$ cat config.mk
export PLATFORM = sky130hd
export DESIGN_NAME = fifo_word_packer_flat
export DESIGN_NICKNAME = d
export VERILOG_FILES = /design/src/rtl/fifo_word_packer_pkg.sv /design/src/rtl/fifo_word_packer_if.sv /design/src/rtl/fifo_word_packer_out_slot.sv /design/src/rtl/fifo_word_packer.sv /design/src/flat_wrapper.sv
export SDC_FILE = /design/constraint.sdc
export NUM_CORES = 1
export LEC_CHECK = 0
export BUFFER_PORTS_ARGS = -buffer_cell sky130_fd_sc_hd__buf_2
export CORE_MARGIN = 4
export CORE_UTILIZATION = 54
export DETAILED_ROUTE_END_ITERATION = 8
export GPL_ROUTABILITY_DRIVEN = 1
export GPL_TIMING_DRIVEN = 0
export PLACE_DENSITY = 0.77
export SETUP_SLACK_MARGIN = 0.2
export SYNTH_ARGS = -nofsm -noshare
export SYNTH_HDL_FRONTEND = slang
export SYNTH_SLANG_ARGS = --single-unit
$ cat constraint.sdc
create_clock -name clk_i -period 2 [get_ports clk_i]
set_input_delay 0 -clock clk_i [delete_from_list [all_inputs] [get_ports clk_i]]
set_output_delay 0 -clock clk_i [all_outputs]
set_load 0.01 [all_outputs]
$ cat src/rtl/fifo_word_packer_pkg.sv
// Shared constants and FSM encoding for the FIFO byte-to-word packer.
// The FIFO geometry defaults are kept here so the FIFO and the packer agree on byte width.
package fifo_word_packer_pkg;

  localparam int unsigned FifoWidth    = 8;
  localparam int unsigned FifoDepth    = 16;
  localparam int unsigned FifoPtrWidth = 4;

  typedef enum logic [1:0] {
    StFill  = 2'd0,
    StDrain = 2'd1,
    StFull  = 2'd2
  } state_e;

endpackage

$ cat src/rtl/fifo_word_packer_if.sv
// Valid/ready word stream carrying a packed word and its per-byte enable mask.
interface fifo_word_packer_if #(
  parameter int unsigned WIDTH = 8,
  parameter int unsigned BYTES = 4
);

  logic [WIDTH*BYTES-1:0] word;
  logic [BYTES-1:0]       byte_en;
  logic                   valid;
  logic                   ready;

  modport master (
    output word,
    output byte_en,
    output valid,
    input  ready
  );

  modport slave (
    input  word,
    input  byte_en,
    input  valid,
    output ready
  );

endinterface

$ cat src/rtl/fifo_word_packer_out_slot.sv
// Single-entry valid/ready holding register. The producer only loads it when it is free,
// so a load always wins over an acceptance in the same cycle.
module fifo_word_packer_out_slot #(
  parameter int unsigned DataWidth = 36
) (
  input  logic                 clk_i,
  input  logic                 rst_i,
  input  logic                 load_i,
  input  logic [DataWidth-1:0] data_i,
  input  logic                 ready_i,
  output logic                 valid_o,
  output logic [DataWidth-1:0] data_o
);

  logic                 valid_q, valid_d;
  logic [DataWidth-1:0] data_q, data_d;

  always_comb begin
    valid_d = valid_q;
    data_d  = data_q;
    if (load_i) begin
      valid_d = 1'b1;
      data_d  = data_i;
    end else if (valid_q && ready_i) begin
      valid_d = 1'b0;
    end
  end

  always_ff @(posedge clk_i) begin
    if (rst_i) begin
      valid_q <= 1'b0;
      data_q  <= '0;
    end else begin
      valid_q <= valid_d;
      data_q  <= data_d;
    end
  end

  assign valid_o = valid_q;
  assign data_o  = data_q;

endmodule

$ cat src/rtl/fifo_word_packer.sv
// Pops bytes from a synchronous FIFO, packs BYTES of them little-endian into a word and
// hands the word to a valid/ready slot; flush_i pushes out a partially filled word.
module fifo_word_packer
  import fifo_word_packer_pkg::*;
#(
  parameter int unsigned WIDTH     = FifoWidth,
  parameter int unsigned BYTES     = 4,
  parameter int unsigned CNT_WIDTH = 3
) (
  input  logic             clk_i,
  input  logic             rst_i,
  input  logic             fifo_empty_i,
  input  logic [WIDTH-1:0] fifo_rdata_i,
  output logic             fifo_rd_en_o,
  input  logic             flush_i,
  fifo_word_packer_if.master out_io
);

  localparam int unsigned WordWidth = WIDTH * BYTES;
  localparam int unsigned SlotWidth = WordWidth + BYTES;
  localparam logic [CNT_WIDTH:0] BytesCnt = (CNT_WIDTH + 1)'(BYTES);

  state_e                 state_q, state_d;
  logic [CNT_WIDTH-1:0]   count_q, count_d;
  logic                   rd_pend_q, rd_pend_d;
  logic [WordWidth-1:0]   asm_q, asm_d;

  logic [CNT_WIDTH:0]     fill_lvl;
  logic                   slot_free;
  logic                   load;
  logic [WordWidth-1:0]   word_masked;
  logic [BYTES-1:0]       byte_mask;
  logic [SlotWidth-1:0]   slot_data;

  // Bytes already captured plus the one whose read data arrives this cycle.
  assign fill_lvl  = {1'b0, count_q} + {{CNT_WIDTH{1'b0}}, rd_pend_q};
  assign slot_free = !out_io.valid || out_io.ready;

  assign fifo_rd_en_o = !rst_i && !fifo_empty_i && (state_q == StFill) && (fill_lvl < BytesCnt);

  always_comb begin
    byte_mask   = '0;
    word_masked = '0;
    for (int unsigned k = 0; k < BYTES; k++) begin
      byte_mask[k] = (count_q > CNT_WIDTH'(k));
      word_masked[k*WIDTH +: WIDTH] = byte_mask[k] ? asm_q[k*WIDTH +: WIDTH] : '0;
    end
  end

  always_comb begin
    state_d   = state_q;
    count_d   = count_q;
    asm_d     = asm_q;
    rd_pend_d = fifo_rd_en_o;
    load      = 1'b0;

    if (rd_pend_q) begin
      for (int unsigned k = 0; k < BYTES; k++) begin
        if (count_q == CNT_WIDTH'(k)) begin
          asm_d[k*WIDTH +: WIDTH] = fifo_rdata_i;
        end
      end
      count_d = fill_lvl[CNT_WIDTH-1:0];
    end

    case (state_q)
      StFill: begin
        // A word completing this cycle takes priority over a flush.
        if (fill_lvl == BytesCnt) begin
          state_d = StFull;
        end else if (flush_i && (fill_lvl != '0)) begin
          state_d = StDrain;
        end
      end
      StDrain: begin
        if (!rd_pend_q) begin
          state_d = StFull;
        end
      end
      StFull: begin
        if (slot_free) begin
          load    = 1'b1;
          count_d = '0;
          state_d = StFill;
        end
      end
      default: state_d = StFill;
    endcase
  end

  always_ff @(posedge clk_i) begin
    if (rst_i) begin
      state_q   <= StFill;
      count_q   <= '0;
      rd_pend_q <= 1'b0;
      asm_q     <= '0;
    end else begin
      state_q   <= state_d;
      count_q   <= count_d;
      rd_pend_q <= rd_pend_d;
      asm_q     <= asm_d;
    end
  end

  fifo_word_packer_out_slot #(
    .DataWidth (SlotWidth)
  ) u_out_slot (
    .clk_i   (clk_i),
    .rst_i   (rst_i),
    .load_i  (load),
    .data_i  ({byte_mask, word_masked}),
    .ready_i (out_io.ready),
    .valid_o (out_io.valid),
    .data_o  (slot_data)
  );

  assign out_io.word    = slot_data[WordWidth-1:0];
  assign out_io.byte_en = slot_data[WordWidth +: BYTES];

endmodule

$ cat src/flat_wrapper.sv
// flat-port wrapper written by rule: the top's interface ports become plain ports
module fifo_word_packer_flat import fifo_word_packer_pkg::*;
#(
  parameter int unsigned WIDTH     = FifoWidth,
  parameter int unsigned BYTES     = 4,
  parameter int unsigned CNT_WIDTH = 3
)
  (clk_i, rst_i, fifo_empty_i, fifo_rdata_i, fifo_rd_en_o, flush_i, out_io_word, out_io_byte_en, out_io_valid, out_io_ready);
  fifo_word_packer_if #(.WIDTH(WIDTH), .BYTES(BYTES)) out_io_i ();
  input  logic clk_i;
  input  logic rst_i;
  input  logic fifo_empty_i;
  input  logic [WIDTH-1:0] fifo_rdata_i;
  output logic fifo_rd_en_o;
  input  logic flush_i;
  output wire logic [$bits(out_io_i.word)-1:0] out_io_word;
  output wire logic [$bits(out_io_i.byte_en)-1:0] out_io_byte_en;
  output wire logic [$bits(out_io_i.valid)-1:0] out_io_valid;
  input wire logic [$bits(out_io_i.ready)-1:0] out_io_ready;
  assign out_io_word = out_io_i.word;
  assign out_io_byte_en = out_io_i.byte_en;
  assign out_io_valid = out_io_i.valid;
  assign out_io_i.ready = out_io_ready;
  fifo_word_packer #(.WIDTH(WIDTH), .BYTES(BYTES), .CNT_WIDTH(CNT_WIDTH)) u_core (.clk_i(clk_i), .rst_i(rst_i), .fifo_empty_i(fifo_empty_i), .fifo_rdata_i(fifo_rdata_i), .fifo_rd_en_o(fifo_rd_en_o), .flush_i(flush_i), .out_io(out_io_i));
endmodule
==> flow_summary.ini <==
[timing]
relSlewSlack = 0.635
hold_violations = 0
finalCriticalPeriod_ns = 1.77
finalCritPeriodShare = 0.887
whs_ns = 0.105
fin_setup_tns_ns = 0
grt_setup_unrepaired = yes
slew_viol_final = 0
final-setup-viol-count = 0
fmax_ghz = 0.564
skew_ns = 0.00803
worstMarginPinSlew_ns = 0.543

[final_layout]
diodes = 0
drive_gt1_frac = 0.261
syn2layout_area_growth_pct = 26.0
multi_input_area_um2 = 1120
fin_util = 0.708
ff_latch_area_um2 = 1510
design_area_um2 = 3390
layout.nets = 367
nFillCells = 367

[worst_setup_path]
arrival_ns = 2.04
slowest_stage = or4_4
crit_required_ns = 2.26
cp_max_fo = 5
path_cells = ha_4 > ha_4 > and2b_1 > a21oi_2 > or4_4 > a211oi_2
cp-end-kind = flip-flop
critPathKind = reg -> reg
critPathLaunchType = flip-flop
critPathMostFrequentCell = ha_4
slowest_delay_ns = 0.51

[floorplanning]
core_area_um2 = 4790
start_util = 0.562
die_w_um = 78.6
num_rows = 25
die-area_um2 = 6170
num_io_pins = 51
die_h_um = 78.6

[global_routing]
grt_pass1_vias = 2057
grt_pass1_wl_um = 9730
grt_max_degree = 13
overflow = 0
globalRouteTotalUtil = 0.204
antenna_found_initial = 0

[yosys]
synthAdderAreaFrac = 0.00930
synth_top_family_by_area = compound AO/OA/AOI/OAI gates
synth_top_cell_by_area = dfxtp_1
yosysWarningCount = 0
synth-edff-count = 0
muxShareOfSynthArea = 0.00372
synth_compound_area_frac = 0.208
post-synth-top-count-cell = dfxtp_1
synth.area.top_cells = dfxtp_1, a22o_1, nand2_1
synth_fp_nets = 295
synth_async_sr_flop_share = 0
ys.flop_type = dfxtp_1
ys_seq_area_frac = 0.558
syn_inst = 280
ys_seq_elements = 75
synth_common_cells = dfxtp_1, nand2_1, a21oi_1
synth.distinct_cells = 35
synth_xor_area_frac = 0.00326
yosys.area.top_type_share = 0.558
netlist_area_um2 = 2690
synthSimpleGateAreaFrac = 0.179
postSynthAreaPerCell_um2 = 9.61

[placed_design]
numPortBuffers = 50
placed_cell_area_um2 = 3020
place_congestion = 0.804
hpwl_um = 4050

[cts]
cts_tree = built
clock_latency_ns = 0.34
cts_sinks = 75
htree_levels = 3
clkTransAtPathRegs_ns = 0.07
clockRootBuffer = clkbuf_8
cts_made_buffers = 9
clk_path_buf_depth = 2

[pwr]
ir_drop_uv = 586
power.switching_mw = 0.675
p_leak_nw = 1.46
seqPwrFrac = 0.511
p_int_mw = 2.33
power_density_nw_per_um2 = 887
comb_power_share = 0.065
swShare = 0.224
clock_power_share = 0.424

[min_path]
hold_class = in -> reg

[drt]
wl_per_cell_um = 14.0
drtIter0Drc = 169
vias = 2225
ant_nets = 0
viasPerCell = 5.25
wl_um = 5940
dr.pass1.iters = 4
drc = 0

[outcome]
outcome = finished clean

[flow_run]
max_cap_viol_count = 0
==> power groups by stage <==
stage | sequential (mW) | combinational [mW] | clock, mW
3_3_place_gp | 1.57 | 0.165 | 0
6_report | 1.54 | 0.195 | 1.27
4_1_cts | 1.54 | 0.184 | 1.28
2_1_floorplan | 1.57 | 0.111 | 0
3_5_place_dp | 1.57 | 0.168 | 0
5_1_grt | 1.54 | 0.216 | 1.37
==> per-stage QoR <==
stage                     worst slack [ns]  cells  power [mW]
after global routing                 0.183    424        3.12
after global placement               0.247    397        1.73
after CTS                            0.211    422        3.00
final                                0.226    424        3.01
after floorplan                      0.340    280        1.68
after detailed placement             0.196    397        1.74
==> area by class of cell <==
type	count	area share
Clock buffer	12	0.0428
Sequential cell	75	0.444
Tap cell	67	0.0247
Timing Repair Buffer	61	0.105
Inverter	2	0.00221
Buffer	19	0.0281
Clock inverter	4	0.0218
Multi-Input combinational cell	184	0.331
==> logic make-up (layout without fill, tap and decap cells) <==
group	after synthesis	count (layout)
AOI/OAI and AO/OA	80	80
DFF	75	75
xor gates and xnor gates	1	1
and+or+nand+nor	100	100
muxes	1	1
adders and majority gates	2	2
buffers and inverters	21	98
==> registers in the layout, summed over array words and instances, names as in the netlist <==
| register | count |
|---|---|
| u_core.asm_q | 32 |
| u_core.state_q | 2 |
| u_core.rd_pend_q | 1 |
| u_core.u_out_slot.data_o | 36 |
| u_core.u_out_slot.valid_o | 1 |
| u_core.count_q | 3 |
==> worst paths after layout <==
path                                     start                           end  slack (ns)  cells past startpoint
setup reg to reg              u_core.rd_pend_q             u_core.state_q[1]        0.23                      6
hold / removal                         flush_i             u_core.state_q[0]        0.10                      3
hold reg to reg   u_core.u_out_slot.data_o[32]  u_core.u_out_slot.data_o[32]        0.45                      1
setup / recovery              u_core.rd_pend_q             u_core.state_q[1]        0.23                      6
==> cells in the final DEF (no fill, tap or decap), types with 2 or more instances in the layout <==
cell type / synthesis / layout
a21o_1: 4 / 4
nor3_1: 4 / 3
buf_1: 3 / 3
and3b_1: 3 / 3
dfxtp_1: 75 / 74
clkbuf_8: 0 / 10
and3_1: 2 / 2
nand2_1: 68 / 68
inv_1: 2 / 2
buf_2: 13 / 63
and2_1: 4 / 4
ha_4: 0 / 2
nand3_1: 2 / 2
nand3b_1: 2 / 2
buf_4: 2 / 4
o21a_1: 2 / 2
bufinv_16: 0 / 2
nor2_4: 2 / 2
nor2_1: 4 / 4
a21oi_1: 36 / 35
nor3_2: 1 / 2
nor2b_1: 3 / 3
a22o_1: 32 / 32
dlygate4sd3_1: 0 / 9
clkbuf_1: 1 / 3
==> per-layer routing <==
| layer | vias up | share of wire | global-route usage |
|---|---|---|---|
| met5 | - | 0 | 0 |
| met4 | 0 | 0.017 | 0.0892 |
| met3 | 12 | 0.050 | 0.0493 |
| met2 | 60 | 0.48 | 0.321 |
| met1 | 1031 | 0.45 | 0.266 |
| li1 | 1122 | - | - |
==> critical path: cells and delay by family (launching register included) <==
family | cells | cell delay, ns
fa+ha+maj | 2 | 0.34
flops | 1 | 0.37
simple gates | 2 | 0.72
compound gates | 2 | 0.27
==> timing repair <==
action / CTS / global route
hold endpoints to repair: 33 / 0
setup endpoints to repair: 1 / 3
gates resized for setup: 1 / 8
pin swaps: 0 / 4
hold buffers: 9 / 0
buffers inserted: 0 / 2
(Power assumes the default switching activity.)
